[src/rtl/multicycle_alu.sv]
`default_nettype none
// ============================================================================
// Module   : multicycle_alu
// Brief    : Handshaked ALU; ADD/SUB/AND/OR in one cycle, MUL by iterative
//            shift-add consuming MUL_STEP multiplier bits per cycle.
// Revision : 1.0 - initial release
// ============================================================================
module multicycle_alu #(
  parameter int WIDTH    = 32,
  parameter int MUL_STEP = 1
) (
  input  logic             clk_i,
  input  logic             rst_i,
  input  logic             valid_i,
  output logic             ready_o,
  input  logic             flush_i,
  input  logic [2:0]       ALUCtrl_i,
  input  logic [WIDTH-1:0] data1_i,
  input  logic [WIDTH-1:0] data2_i,
  output logic             valid_o,
  output logic [WIDTH-1:0] data_o,
  output logic             Zero_o
);

  localparam int c_STEPS = WIDTH / MUL_STEP;
  localparam int c_CNT_W = $clog2(c_STEPS + 1);

  localparam logic [2:0] c_OP_AND = 3'b000;
  localparam logic [2:0] c_OP_OR  = 3'b001;
  localparam logic [2:0] c_OP_ADD = 3'b010;
  localparam logic [2:0] c_OP_MUL = 3'b011;
  localparam logic [2:0] c_OP_SUB = 3'b110;

  typedef enum logic [0:0] {
    S_IDLE = 1'b0,
    S_MUL  = 1'b1
  } state_t;

  state_t             r_state;
  state_t             w_state_next;
  logic               w_accept;
  logic               w_single;
  logic               w_mul_start;
  logic               w_mul_done;
  logic [WIDTH-1:0]   w_alu_res;
  logic [WIDTH-1:0]   w_partial;
  logic [WIDTH-1:0]   w_acc_sum;

  logic [WIDTH-1:0]   r_acc;
  logic [WIDTH-1:0]   r_mcand;
  logic [WIDTH-1:0]   r_mplier;
  logic [c_CNT_W-1:0] r_cnt;
  logic               r_valid;
  logic [WIDTH-1:0]   r_data;
  logic               r_zero;

  assign ready_o  = (r_state == S_IDLE);
  assign w_accept = valid_i & ready_o & ~flush_i;

  always_ff @(posedge clk_i or posedge rst_i) begin
    if (rst_i) begin
      r_state <= S_IDLE;
    end else begin
      r_state <= w_state_next;
    end
  end

  always_comb begin
    w_state_next = r_state;
    w_single     = 1'b0;
    w_mul_start  = 1'b0;
    w_mul_done   = 1'b0;
    case (r_state)
      S_IDLE: begin
        if (w_accept) begin
          if (ALUCtrl_i == c_OP_MUL) begin
            w_state_next = S_MUL;
            w_mul_start  = 1'b1;
          end else begin
            w_single = 1'b1;
          end
        end
      end
      S_MUL: begin
        // A flush on the final step edge also discards the product.
        if (flush_i) begin
          w_state_next = S_IDLE;
        end else if (r_cnt == c_CNT_W'(1)) begin
          w_state_next = S_IDLE;
          w_mul_done   = 1'b1;
        end
      end
      default: w_state_next = S_IDLE;
    endcase
  end

  always_comb begin
    w_alu_res = '0;
    case (ALUCtrl_i)
      c_OP_ADD: w_alu_res = data1_i + data2_i;
      c_OP_SUB: w_alu_res = data1_i - data2_i;
      c_OP_AND: w_alu_res = data1_i & data2_i;
      c_OP_OR:  w_alu_res = data1_i | data2_i;
      default:  w_alu_res = '0;
    endcase
  end

  // Multiplicand times the low MUL_STEP multiplier bits, as shifted adds.
  always_comb begin
    w_partial = '0;
    for (int b = 0; b < MUL_STEP; b++) begin
      if (r_mplier[b]) begin
        w_partial = w_partial + (r_mcand << b);
      end
    end
  end

  assign w_acc_sum = r_acc + w_partial;

  always_ff @(posedge clk_i or posedge rst_i) begin
    if (rst_i) begin
      r_acc    <= '0;
      r_mcand  <= '0;
      r_mplier <= '0;
      r_cnt    <= '0;
      r_valid  <= 1'b0;
      r_data   <= '0;
      r_zero   <= 1'b0;
    end else begin
      r_valid <= 1'b0;

      if (w_single) begin
        r_data  <= w_alu_res;
        r_zero  <= (w_alu_res == '0);
        r_valid <= 1'b1;
      end

      if (w_mul_start) begin
        r_acc    <= '0;
        r_mcand  <= data1_i;
        r_mplier <= data2_i;
        r_cnt    <= c_CNT_W'(c_STEPS);
      end else if (r_state == S_MUL) begin
        if (flush_i) begin
          r_cnt <= '0;
        end else begin
          r_acc    <= w_acc_sum;
          r_mcand  <= r_mcand << MUL_STEP;
          r_mplier <= r_mplier >> MUL_STEP;
          r_cnt    <= r_cnt - c_CNT_W'(1);
        end
      end

      if (w_mul_done) begin
        r_data  <= w_acc_sum;
        r_zero  <= (w_acc_sum == '0);
        r_valid <= 1'b1;
      end
    end
  end

  assign valid_o = r_valid;
  assign data_o  = r_data;
  assign Zero_o  = r_zero;

endmodule
`default_nettype wire

[config.mk]
export PLATFORM = sky130hd
export DESIGN_NAME = multicycle_alu
export DESIGN_NICKNAME = d
export VERILOG_FILES = /design/src/rtl/multicycle_alu.sv
export SDC_FILE = /design/constraint.sdc
export NUM_CORES = 1
export LEC_CHECK = 0
export CAP_MARGIN = 20
export CORE_AREA = 3 3 145 147
export DETAILED_ROUTE_END_ITERATION = 10
export DIE_AREA = 0 0 148 150
export HOLD_SLACK_MARGIN = 0.08
export PLACE_DENSITY = 0.77
export SLEW_MARGIN = 20
export SYNTH_ARGS = -nofsm -noshare
export SYNTH_HDL_FRONTEND = slang
export SYNTH_SLANG_ARGS = --single-unit
[constraint.sdc]
create_clock -name clk_i -period 6.34 [get_ports clk_i]
set_clock_uncertainty 0.15 [all_clocks]
set_input_delay 1.268 -clock clk_i [delete_from_list [all_inputs] [get_ports clk_i]]
set_output_delay 1.268 -clock clk_i [all_outputs]
set_load 0.05 [all_outputs]
==> summary.md, run 1 <==
| Metric | Value |
|---|---|
| Post-Syn Nets | 1477 |
| CTS tree | yes |
| Yosys reg bits | between 100 and 150 |
| Max-cap violation count | 0 |
| Core area | approximately 20000 um^2 |
| Final setup vio count | 0 |
| Yosys warnings | 0 |
| Ant diodes | 0 |
| Die Ht | around 150 um |
| Hold crit path type | flop to flop |
| Gpl congestion | 0.9277 |
| Critical path fanouts, max | 7 |
| DIE AREA | roughly 22000 um^2 |
| Detail Route Antenna Nets | 0 |
| Boundary pin count | roughly 110 |
| Avg Cell Area, Syn | 8.164 um^2 |
| Clk buf depth | 2 |
| # fillers | approximately 1700 |
| Vias in the first global route | around 10000 |
| # nets final | approximately 1600 |
| Total congestion overflow | 0 |
| Area grow syn2layout | 22.77% |
| CP Launch Type | input pin |
| Max rail drop VDD | between 0.00015 and 0.0002 V |
| Port Buffers | ~110 |
| Post-synthesis sequential area ratio | between 30% and 40% |
| EDFF count, synth | 0 |
| Slew Viols, Final | 0 |
| Mapped cell area | between 10000 and 15000 um^2 |
| Status | finished, final reports clean |
| Initial core utilization | a little over half |
| Worst-Skew Late Latency | between 400 and 500 ps |
| Global-route wire length before repair | roughly 54 mm |
| Hold Buf Count CTS | 0 |
| Async S/R FF share, synth | 100.0% |
| Fmax | between 0.15 and 0.2 GHz |
| Pwr per Cell Area | around 280 nW/um^2 |
| Hold Slack | approximately 320 ps |
| Data arrival time of the critical path | approximately 6400 ps |
| Critical path endpoint category | flop |
| Pleak | between 0.006 and 0.007 uW |
| WP data required | 6560 ps |
| Die Wd | 148 um |
| Yosys cell types | between 80 and 90 |
| Clock Sinks | 137 |
| Endpoints failing hold | 0 |
| GRT Util Overall | a little under a third |
| Initial antenna violation count | 0 |
| Worst rel slew slack | a little under two fifths |
| Setup WS post-layout | approximately 200 ps |
| DRC Markers | 0 |
| # rows | 52 |
| Setup TNS | 0 ps |
| Top_reg_cell synth | dfrtp_1 |
| DR WL/cell | between 15 and 20 um |
| Initial DRC Count | 964 |
| Final wirelength | between 30 and 40 mm |
| Worst-margin pin slew | ~950 ps |
| Pre-Repair DR Iteration Count | 6 |
| CP Class | input pin to flop |
| Vias | around 11000 |
| Syn Inst Count | between 1000 and 1500 |
| Post-DP HPWL | approximately 25 mm |
| Final core utilization | between 60% and 70% |
| Clock Tree Root | clkbuf_16 |
| Tcrit/Tclk final | 96.86% |
| Share of layout cells above drive strength 1 | between 10% and 20% |
| Dpl ws | -338.0 ps |
| H-tree Lvls | 4 |
| Vias per inst | 6.186 |
| Largest net degree at the start of global routing | 95 |
| Min Tclk post-route | 6141 ps |
| Clock transition at the registers of the reported paths | ~70 ps |
| CTS Buf Count | 17 |
==> repair_timing <==
item	in CTS	in global routing
setup endpoints to repair	0	2
gates resized for setup	0	19
buffers inserted	0	3
==> cell families (layout without fill, tap and decap cells) <==
kind of cell             count (synthesis)  count (layout)  synth area share, %
AO/OA/AOI/OAI                          434             434                27.18
XOR/XNOR                                66              66                5.296
adder cells (fa/ha/maj)                 95              95                10.43
buffers and inverters                   97             250                3.359
flip-flops                             137             137                31.41
multiplexers                             6               6               0.5617
AND/OR/NAND/NOR                        502             502                21.77
==> routing by layer <==
| layer | vias up | wire length [um] | track usage, % |
|---|---|---|---|
| met5 | - | 0 | 0 |
| met4 | 0 | 522 | 6.975 |
| met3 | 31 | 2733 | 4.482 |
| met2 | 456 | 15410 | 47.23 |
| met1 | 5189 | 15470 | 45.67 |
| li1 | 5212 | - | - |
==> cell usage after synthesis (all sizes together) (15+ instances only) <==
cell    number  area share [%]
nand2      238             8.2
dfrtp      137              31
a21oi       86             3.9
o21ai       85             3.9
nor2        81             2.8
a22oi       77             5.3
ha          67             7.7
clkbuf      63             2.2
and2        49             2.8
xnor2       44             3.5
a21o        26             1.8
maj3        26             2.4
nor3        26             1.3
inv         24            0.83
nand3       22             1.0
xor2        22             1.8
a31oi       18             1.0
a22o        16             1.3
o21a        15             1.0
==> registers in the layout, indices dropped and copies added (netlist names) <==
register  cells
Zero_o        1
data_o       32
r_acc        32
r_cnt         6
r_mcand      32
r_mplier     32
r_state       1
valid_o       1
==> where the power goes <==
| group | total (uW) | internal, uW | switching, uW | leakage (uW) |
|---|---|---|---|---|
| clock network | 1040 | 596 | 448 | 0.000293 |
| logic | 1470 | 601 | 874 | 0.00396 |
| registers | 1240 | 1080 | 166 | 0.00179 |
==> worst paths after layout <==
check,slack (ps),start,depth (start not counted),end
min in group asynchronous,1240,rst_i,2,r_mplier[5]$_DFFE_PP0P_
min,320,r_mplier[19]$_DFFE_PP0P_,2,r_mplier[19]$_DFFE_PP0P_
max,200,data2_i[8],19,Zero_o$_DFFE_PP0P_
max in group asynchronous,3680,rst_i,3,r_acc[30]$_DFFE_PP0P_
max reg2reg,1400,r_mplier[0]$_DFFE_PP0P_,14,Zero_o$_DFFE_PP0P_
min reg2reg,320,r_mplier[19]$_DFFE_PP0P_,2,r_mplier[19]$_DFFE_PP0P_
==> final cells by class <==
class,count,area [um^2],share of cell area [%]
well taps,270,337.8,2.521
flip-flops and latches,137,3428,25.58
clock inverters,15,177.7,1.326
inverters,24,95.09,0.7096
repair buffers,194,1722,12.85
clock buffers,17,425.4,3.175
multi-input cells,1103,7214,53.84
==> critical path, stage by stage <==
cell	delay (ps)
clkdlybuf4s50_1	420
or4_4	540
or3_4	340
or4_1	440
or2_4	280
buf_4	140
or3_1	360
nand2_1	100
xor2_1	70
ha_2	410
nand2_1	100
a211oi_2	330
o31ai_2	130
a21o_1	180
buf_4	130
o2111a_1	240
a221o_1	270
or4_1	520
nand3_1	100
==> cell usage in the layout (no fill, tap or decap), types with 24 or more instances in the layout <==
master	synthesis	final
a21o_1	26	26
a21oi_1	86	83
a22oi_1	77	77
nor3_1	24	24
buf_4	0	89
maj3_1	26	26
ha_1	67	66
nor2_1	81	76
xnor2_1	44	44
nand2_1	238	236
clkdlybuf4s50_1	0	104
dfrtp_1	137	137
o21ai_0	84	81
and2_1	47	47
==> stage by stage <==
stage                     total power, uW  instances  instance area, um^2
after floorplan                      2194       1337                10920
after global placement               2657       1725                12710
after detailed placement             2682       1725                12710
after CTS                            3738       1757                13310
after global routing                 3978       1760                13400
final                                3761       1760                13400
Power figures use the tool's default switching activity.
==> run 2: changes to the inputs <==
Settings changed: DONT_BUFFER_PORTS from default to 1, PLACE_DENSITY 0.77 to 0.7, RECOVER_POWER from default to 25.
==> run 2 against run 1 <==
  * The flow now finishes with violations (max-capacitance violations, max-slew violations)
  * Sequential power rose by 11%
  * Register-to-register slack got worse by 80 ps
  * Combinational power fell by 24%
  * Core utilization fell by 8.3 points
  * Total power shrank 6.3%
  * Clock power hardly changed
  * Critical path depth unchanged
  * Cell count is 10% lower
  * Critical path type unchanged
  * Critical endpoint unchanged
==> summary.md, run 2 (same netlist as run 1, synthesis figures left out) <==
| Metric | Value |
|---|---|
| DIE AREA | about 22000 um^2 |
| Endpoints failing hold | 0 |
| Clock power frac | between 20% and 30% |
| Global-route wire length before repair | ~53 mm |
| Vias per inst | 6.448 |
| Vias | about 10000 |
| Sequential share of power | about two fifths |
| Slew Viols, Final | 87 |
| Critical path fanouts, max | 5 |
| Final setup vio count | 0 |
| Clock Tree Root | clkbuf_16 |
| Failing checks | max-capacitance violations, max-slew violations |
| Initial antenna violation count | 0 |
| CP Class | input pin to flop |
| Final wirelength | between 30 and 40 mm |
| FF-to-FF path depth | 14 |
| Core area | between 20000 and 25000 um^2 |
| DR WL/cell | ~21 um |
| Met1 WL | 15.73 mm |
| Post-CTS sizing | 0 |
| Port Buffers | 0 |
| Ant diodes | 0 |
| Die Ht | around 150 um |
| H-tree Lvls | 4 |
| Detail Route Antenna Nets | 0 |
| Area grow syn2layout | 7.531% |
| Post-DP HPWL | roughly 24 mm |
| Tcrit/Tclk final | between 90% and 100% |
| WP data required | roughly 6600 ps |
| Min-Delay Startpoint | r_mplier[9]$_DFFE_PP0P_ |
| Worst-Skew Late Latency | roughly 430 ps |
| Status | finished, violations left |
| NetSw | ~1400 uW |
| Share of layout cells above drive strength 1 | around 6.0% |
| Hold Slack | roughly 320 ps |
| FF-to-FF Start | r_mplier[0]$_DFFE_PP0P_ |
| Sw frac | between 30% and 40% |
| Clock Sinks | roughly 140 |
| Largest net degree at the start of global routing | a little under 90 |
| Total power | 3523 uW |
| Pre-Repair DR Iteration Count | 5 |
| Initial DRC Count | roughly 900 |
| CP Launch Type | input pin |
| Clock transition at the registers of the reported paths | approximately 60 ps |
| # rows | between 50 and 60 |
| Met3 routed WL | ~2.3 mm |
| # nets final | about 1400 |
| Hold Buf Count CTS | 0 |
| Max-cap violation count | 1 |
| Logic pwr share | a little under a third |
| Data arrival time of the critical path | between 6000 and 7000 ps |
| Max rail drop VDD | between 0.00015 and 0.0002 V |
| DRC Markers | 0 |
| Worst-margin pin slew | a little under 4000 ps |
| Vias in the first global route | between 9000 and 10000 |
| Total congestion overflow | 0 |
| Hold crit path type | flop to flop |
| Placed inst area | approximately 11000 um^2 |
| Worst rel slew slack | -163.5% |
| Fin area | ~12000 um^2 |
| Fmax | 0.1691 GHz |
| Clk buf depth | 2 |
| Worst reg2reg endpoint | Zero_o$_DFFE_PP0P_ |
| Hold path endpoint | r_mplier[9]$_DFFE_PP0P_ |
| Min Tclk post-route | roughly 5900 ps |
| Pwr per Cell Area | 300.2 nW/um^2 |
| Commonest non-fill, non-tap cells in the layout | 238 x nand2_1, 137 x dfrtp_1, 86 x a21oi_1, 84 x o21ai_0 |
| Most common cell after layout, fill and taps aside | nand2_1 |
| Top Metal Used | met4 |
| Gpl congestion | about 0.96 |
| R2R Setup Slk | around 1300 ps |
| Die Wd | between 100 and 150 um |
| Pleak | 0.005258 uW |
| Setup TNS | 0 ps |
| CTS Buf Count | 17 |
| Boundary pin count | 106 |
| Worst Hold Depth | 2 |
| Cell-internal power | approximately 2100 uW |
| Wire length on met2 | 14.28 mm |
| CTS tree | yes |
| GRT Util Overall | 29.66% |
| Critical path endpoint category | flop |
| Initial core utilization | 54.47% |
| Post-CTS setup buffer count | 0 |
| RSZ-0062 raised after global routing | no |
[run 2: worst max-delay path by stage]
stage,startpoint,endpoint,slack (ps),depth (start not counted)
floorplan,data2_i[8],Zero_o$_DFFE_PP0P_,390,19
global placement,data2_i[8],Zero_o$_DFFE_PP0P_,110,19
detailed placement,data2_i[8],Zero_o$_DFFE_PP0P_,20,19
CTS,data2_i[8],Zero_o$_DFFE_PP0P_,450,19
global route,data2_i[4],Zero_o$_DFFE_PP0P_,170,20
finish,data2_i[8],Zero_o$_DFFE_PP0P_,430,19
[run 2: power groups by stage]
| stage | clock [uW] | sequential (uW) | combinational [uW] |
|---|---|---|---|
| 2_1_floorplan | 0 | 1320 | 869 |
| 3_3_place_gp | 0 | 1380 | 1070 |
| 3_5_place_dp | 0 | 1390 | 1080 |
| 4_1_cts | 1040 | 1370 | 1090 |
| 5_1_grt | 1080 | 1400 | 1250 |
| 6_report | 1040 | 1380 | 1110 |
[run 2: critical path, stage by stage]
cell and delay, ps:
or4_4 540, or3_1 340, or4_1 420, or2_1 280, nor2_1 140, nor2_1 70
xnor2_1 130, ha_1 340, a211o_1 310, a21oi_1 150, nand2_1 70, o22ai_1 270
a211oi_2 110, o31ai_2 390, mux2i_1 220, o311ai_0 200, a211o_1 320, or4_1 470
nand3_1 90
[run 2: final cells by class]
cell class,instances,area (um^2)
fillers,1857,8302
multi-input cells,1103,7151
flip-flops and latches,137,3428
clock buffers,19,442.9
well taps,270,337.8
clock inverters,12,151.4
repair buffers,17,135.1
inverters,24,91.34
[run 2: layer usage]
layer  vias up  GRT usage [%]
met1      4945          44.55
met3        51          6.208
li1       4838              -
met5         -              0
met2       366          43.09
met4         0          8.453
[run 2: per-stage QoR]
step	worst slack (ps)	std cells	util, %
2_1_floorplan	386.9	1337	-
3_3_place_gp	108.5	1550	55.55
3_5_place_dp	17.13	1550	55.55
4_1_cts	449.0	1581	58.52
5_1_grt	165.9	1582	58.57
6_report	427.8	1582	58.57
==> run 3: changes to the inputs <==
Settings changed: SLEW_MARGIN 20 to default.
==> run 3 against run 2 <==
  * The flow still finishes with violations (max-capacitance violations, max-slew violations)
  * Core utilization is 0.062 points higher
  * Via count hardly changed
  * Global-route usage stayed put
  * Total power hardly changed
  * Sequential power hardly changed
  * Largest power group unchanged
  * Wire length hardly changed
  * Cell area is 0.11% higher
  * First-iteration DRC count is 7.4% higher
  * Die area stayed put
  * Maximum frequency is 0.17% higher
  * Clock-buffer cell count stayed put
==> summary.md, run 3 (same netlist as run 1, synthesis figures left out) <==
| Metric | Value |
|---|---|
| CTS tree | yes |
| Setup WS post-layout | roughly 440 ps |
| # rows | 52 |
| FF-to-FF path depth | 14 |
| Area grow syn2layout | 7.645% |
| Sw frac | about two fifths |
| Post-CTS sizing | 0 |
| Dpl ws | between 15 and 20 ps |
| NetSw | ~1400 uW |
| Worst-margin pin slew | approximately 3900 ps |
| GRT Util Overall | between 20% and 30% |
| Clock transition at the registers of the reported paths | around 60 ps |
| WP data required | 6550 ps |
| CTS Buf Count | 17 |
| Data arrival time of the critical path | ~6100 ps |
| Clk buf depth | 2 |
| DIE AREA | around 22000 um^2 |
| Total congestion overflow | 0 |
| Final core utilization | around three fifths |
| Failing checks | max-capacitance violations, max-slew violations |
| Critical path fanouts, max | 5 |
| Core area | around 20000 um^2 |
| Pre-Repair DR Iteration Count | 5 |
| Hold crit path type | flop to flop |
| Worst Hold Depth | 2 |
| Fin area | between 10000 and 15000 um^2 |
| Pwr per Cell Area | about 300 nW/um^2 |
| Die Wd | between 100 and 150 um |
| DR WL/cell | between 20 and 25 um |
| # nets final | 1440 |
| Vias in the first global route | ~9400 |
| Global-route wire length before repair | between 50 and 60 mm |
| Initial DRC Count | ~960 |
| Initial core utilization | 54.47% |
| DRC Markers | 0 |
| Min Tclk post-route | 5902 ps |
| Endpoints failing hold | 0 |
| Post-CTS setup buffer count | 0 |
| Gpl congestion | 0.9626 |
| Vias per inst | 6.445 |
| Share of layout cells above drive strength 1 | under 10% |
| R2R Setup Slk | ~1300 ps |
| Fmax | roughly 0.17 GHz |
| Setup TNS | 0 ps |
| Sequential share of power | 39.1% |
| Ant diodes | 0 |
| Worst rel slew slack | -161.9% |
| Slew Viols, Final | 87 |
| Logic pwr share | a little under a third |
| Port Buffers | 0 |
| Critical path endpoint category | flop |
| Placed insts | ~1600 |
| Initial antenna violation count | 0 |
| Detail Route Antenna Nets | 0 |
| Max rail drop VDD | between 0.00015 and 0.0002 V |
| Largest net degree at the start of global routing | 87 |
| Pleak | 0.005264 uW |
| Post-DP HPWL | roughly 24 mm |
| Clock Sinks | ~140 |
| Worst-Skew Late Latency | roughly 430 ps |
| Max-cap violation count | 1 |
| Clock power frac | just under 30% |
| Commonest non-fill, non-tap cells in the layout | 238 x nand2_1, 137 x dfrtp_1, 86 x a21oi_1, 84 x o21ai_0 |
| Final setup vio count | 0 |
| RSZ-0062 raised after global routing | no |
| Boundary pin count | about 110 |
| Placed inst area | 11130 um^2 |
| Status | finished, violations left |
| Die Ht | 150 um |
| CP Class | input pin to flop |
| Vias | between 10000 and 15000 |
| Post-route non-filler standard cell count | between 1500 and 2000 |
| H-tree Lvls | 4 |
| Clock Tree Root | clkbuf_16 |
| CP Launch Type | input pin |
| Hold Buf Count CTS | 0 |
| Final wirelength | approximately 33 mm |
| Tcrit/Tclk final | just over 90% |
| Cell-internal power | 2150 uW |
| Most common cell after layout, fill and taps aside | nand2_1 |
run 3: cell types whose count changed in the layout (fill, tap and decap cells not counted):
cell    change
buf_8       -1
buf_16      +1
run 3: worst paths after layout:
path / to / from
min reg2reg: r_mplier[9]$_DFFE_PP0P_ / r_mplier[9]$_DFFE_PP0P_
min: r_mplier[9]$_DFFE_PP0P_ / r_mplier[9]$_DFFE_PP0P_
min in group asynchronous: r_mplier[5]$_DFFE_PP0P_ / rst_i
max in group asynchronous: r_mcand[24]$_DFFE_PP0P_ / rst_i
max reg2reg: Zero_o$_DFFE_PP0P_ / r_mplier[0]$_DFFE_PP0P_
max: Zero_o$_DFFE_PP0P_ / data2_i[8]
run 3: worst max-delay path, stage by stage:
cell,delay (ps)
or4_4,540
or3_1,340
or4_1,420
or2_1,270
nor2_1,140
nor2_1,70
xnor2_1,130
ha_1,340
a211o_1,310
a21oi_1,150
nand2_1,70
o22ai_1,270
a211oi_2,110
o31ai_2,390
mux2i_1,220
o311ai_0,190
a211o_1,310
or4_1,470
nand3_1,90
run 3: routing by layer:
layer	up-vias	GRT usage (%)	routed length (um)
met5	-	0	0
met4	0	8.453	704
met3	41	6.208	2515
met2	430	43.09	14420
met1	4875	44.55	15490
li1	4850	-	-
run 3: area by class of cell:
cell class	count	area, um^2
clock inverter	12	151.4
timing repair buffer	17	147.6
sequential	137	3428
inverter	24	91.34
tap	270	337.8
clock buffer	19	442.9
fill	1856	8289
multi-input combinational	1103	7151
run 3: stage by stage:
| stage | hold WS [ps] | power (uW) |
|---|---|---|
| final | 324.4 | 3524 |
| after global routing | 349.1 | 3728 |
| after CTS | 328.3 | 3507 |
| after detailed placement | 313.1 | 2470 |
| after global placement | 308.0 | 2450 |
| after floorplan | 296.3 | 2194 |
run 3: power groups by stage:
stage	clock network (uW)	logic (uW)	registers (uW)
finish	1030	1110	1380
global route	1080	1250	1400
CTS	1040	1090	1370
detailed placement	0	1080	1390
global placement	0	1070	1380
floorplan	0	869	1320
==> RTL change (config.mk and constraints of run 1) <==
Remove the case item `c_OP_ADD` of the case on `ALUCtrl_i`.
--- a/src/rtl/multicycle_alu.sv
+++ b/src/rtl/multicycle_alu.sv
@@ -98,5 +98,4 @@
     w_alu_res = '0;
     case (ALUCtrl_i)
-      c_OP_ADD: w_alu_res = data1_i + data2_i;
       c_OP_SUB: w_alu_res = data1_i - data2_i;
       c_OP_AND: w_alu_res = data1_i & data2_i;
Check against the original RTL: not equivalent (a bounded check fails within 4 cycles, from zero or initial values and one cycle with rst_i high).
==> RTL change against run 1 <==
- sequential cell count stayed put
- worst setup slack improved by 1.2 ns
- largest cell class unchanged
- total power shrank 12%
- first-iteration DRC count increased by 7.0%
- synthesized area up 2.9%
- cell count fell by 1.6%
- design area fell by 2.7%
- die area stayed put
- wire length shrank 1.9%
==> RTL change: results (changes against run 1) <==
Worst setup path
  • Maximum fanout along the worst path: 6 (-1)
  • R2R Path End: Zero_o$_DFFE_PP0P_
  • CP max stage delay: 0.85 ns (+0.31 ns)
  • Reg2reg start: r_mplier[0]$_DFFE_PP0P_
  • Setup slack, reg-to-reg: 1.88 ns (+0.48 ns)
  • Critical Path AT: 5.17 ns (-1.19 ns)
  • Crit path max-delay cell type: a2111oi_0

Finish
  • Share of layout cells above drive strength 1: 4.93% (-6.1 points)
  • Layout Nets: 1649 (+2.0%)

Min path
  • Hold Crit Class: register to register
  • Hold path start: r_mplier[18]$_DFFE_PP0P_
  • Worst Hold Path Cells: 2 (unchanged)
  • Hold Path Sink: r_mplier[18]$_DFFE_PP0P_

Global route
  • All-Layer GR Usage: 30.3% (-0.30 points)
  • Initial antenna violation count: 1 (+1)
  • Vias in the first global route: 9979 (-0.11%)
  • First-pass GRT wire length: 54100 µm (-0.48%)
  • Largest net degree at the start of global routing: 105 (+11%)

Synthesis
  • Area contributors post-synth: dfrtp_1, ha_1, nand2_1
  • Synth cell count leaders: nand2_1, dfrtp_1, ha_1
  • Seq/Total Area, Yosys: 30.5% (-0.87 points)
  • Synth cell types: 75 (-8.5%)

Detailed routing
  • Routed WL: 33500 µm (-1.9%)
  • Routed Antenna Nets: 0 (unchanged)
  • Met2 routed WL: 14700 µm (-4.9%)
  • Via count: 10600 (-2.5%)
  • M1 WL: 16100 µm (+4.1%)
  • Number of detailed-route iterations in the first pass: 5 (-1)
  • DR WL met3: 2170 µm (-21%)
  • Initial DRC count: 1031 (+7.0%)

Clocking
  • Post-CTS Repair Setup Buffers: 0 (unchanged)
  • Root Driver: clkbuf_16
  • Clk slew on worst S/H paths: 0.06 ns
  • CTS buffer count: 17 (unchanged)
  • Post-cts gate resize count: 0 (unchanged)
  • Clock tree buffer depth: 2 (unchanged)
  • H-tree lvl count: 4 (unchanged)

Place
  • Gpl congestion: 0.950 (+2.4%)
  • Port Buf Inserts: 105 (unchanged)
  • Post-detail-place hpwl: 24800 µm (-1.2%)

Power
  • VDD IR max: 0.191 mV (+8.8%)
  • LEAKAGE: 6.16 nW (+2.0%)

Timing
  • Slew @ Worst Pin: 0.921 ns (-0.0266 ns)

Status
  • Status: finished, final reports clean
==> RTL change: cell count changes in the layout (fill, tap and decap cells not counted), moves of 11 or more <==
cell	before	now
a22o_1	16	0
xnor2_1	44	31
buf_4	89	13
maj3_1	26	0
o22ai_1	10	33
ha_1	66	128
and2_1	47	34
inv_1	23	93
a211oi_1	7	19
nand2_1	236	247
nor2b_1	5	17
o21ai_0	81	59
a31oi_1	18	7
==> RTL change: final cells by class <==
class                      count  area, µm²
clock buffer                  20        447
sequential                   137       3430
inverter                      96        365
antenna                        1       2.50
multi-input combinational   1077       7180
timing repair buffer         119       1160
fill                        1799       7000
clock inverter                12        115
tap                          270        338
==> RTL change: worst max-delay path by stage <==
stage	from	end	slack, ns	depth (start not counted)
after floorplan	rst_i	Zero_o$_DFFE_PP0P_	1.25	1
after global placement	data1_i[0]	Zero_o$_DFFE_PP0P_	1.11	16
after detailed placement	data1_i[0]	Zero_o$_DFFE_PP0P_	1.01	16
after CTS	data1_i[0]	Zero_o$_DFFE_PP0P_	1.44	16
after global routing	data1_i[0]	Zero_o$_DFFE_PP0P_	1.13	16
final	data1_i[0]	Zero_o$_DFFE_PP0P_	1.37	16
==> RTL change: where the power goes <==
| group | switching [mW] | internal (mW) | total, mW |
|---|---|---|---|
| Sequential | 0.165 | 1.06 | 1.23 |
| Combinational | 0.689 | 0.417 | 1.11 |
| Clock | 0.424 | 0.555 | 0.979 |
==> RTL change: layer usage <==
metal	vias to the layer above	global-route usage (%)
li1	5037	-
met4	0	7.81
met1	5132	46.3
met5	-	0
met3	43	4.24
met2	402	45.2
==> RTL change: cell families after synthesis <==
kind of cell | after synthesis | synth area share [%]
muxes | 4 | 0.357
adders and majority gates | 130 | 14.6
buffers and inverters | 171 | 5.74
DFF | 137 | 30.5
xor gates and xnor gates | 53 | 4.13
AOI/OAI and AO/OA | 394 | 24.0
and+or+nand+nor | 496 | 20.6
==> RTL change: stage by stage <==
| step | hold slack [ns] | util [%] | area (µm²) | worst slack [ns] | cells |
|---|---|---|---|---|---|
| final | 0.325 | 65.1 | 13000 | 1.37 | 1732 |
| after global routing | 0.352 | 65.1 | 13000 | 1.13 | 1732 |
| after CTS | 0.329 | 65.1 | 13000 | 1.44 | 1731 |
| after detailed placement | 0.313 | 62.3 | 12500 | 1.01 | 1699 |
| after global placement | 0.307 | 62.3 | 12500 | 1.11 | 1699 |
| after floorplan | 0.296 | - | 11200 | 1.25 | 1385 |
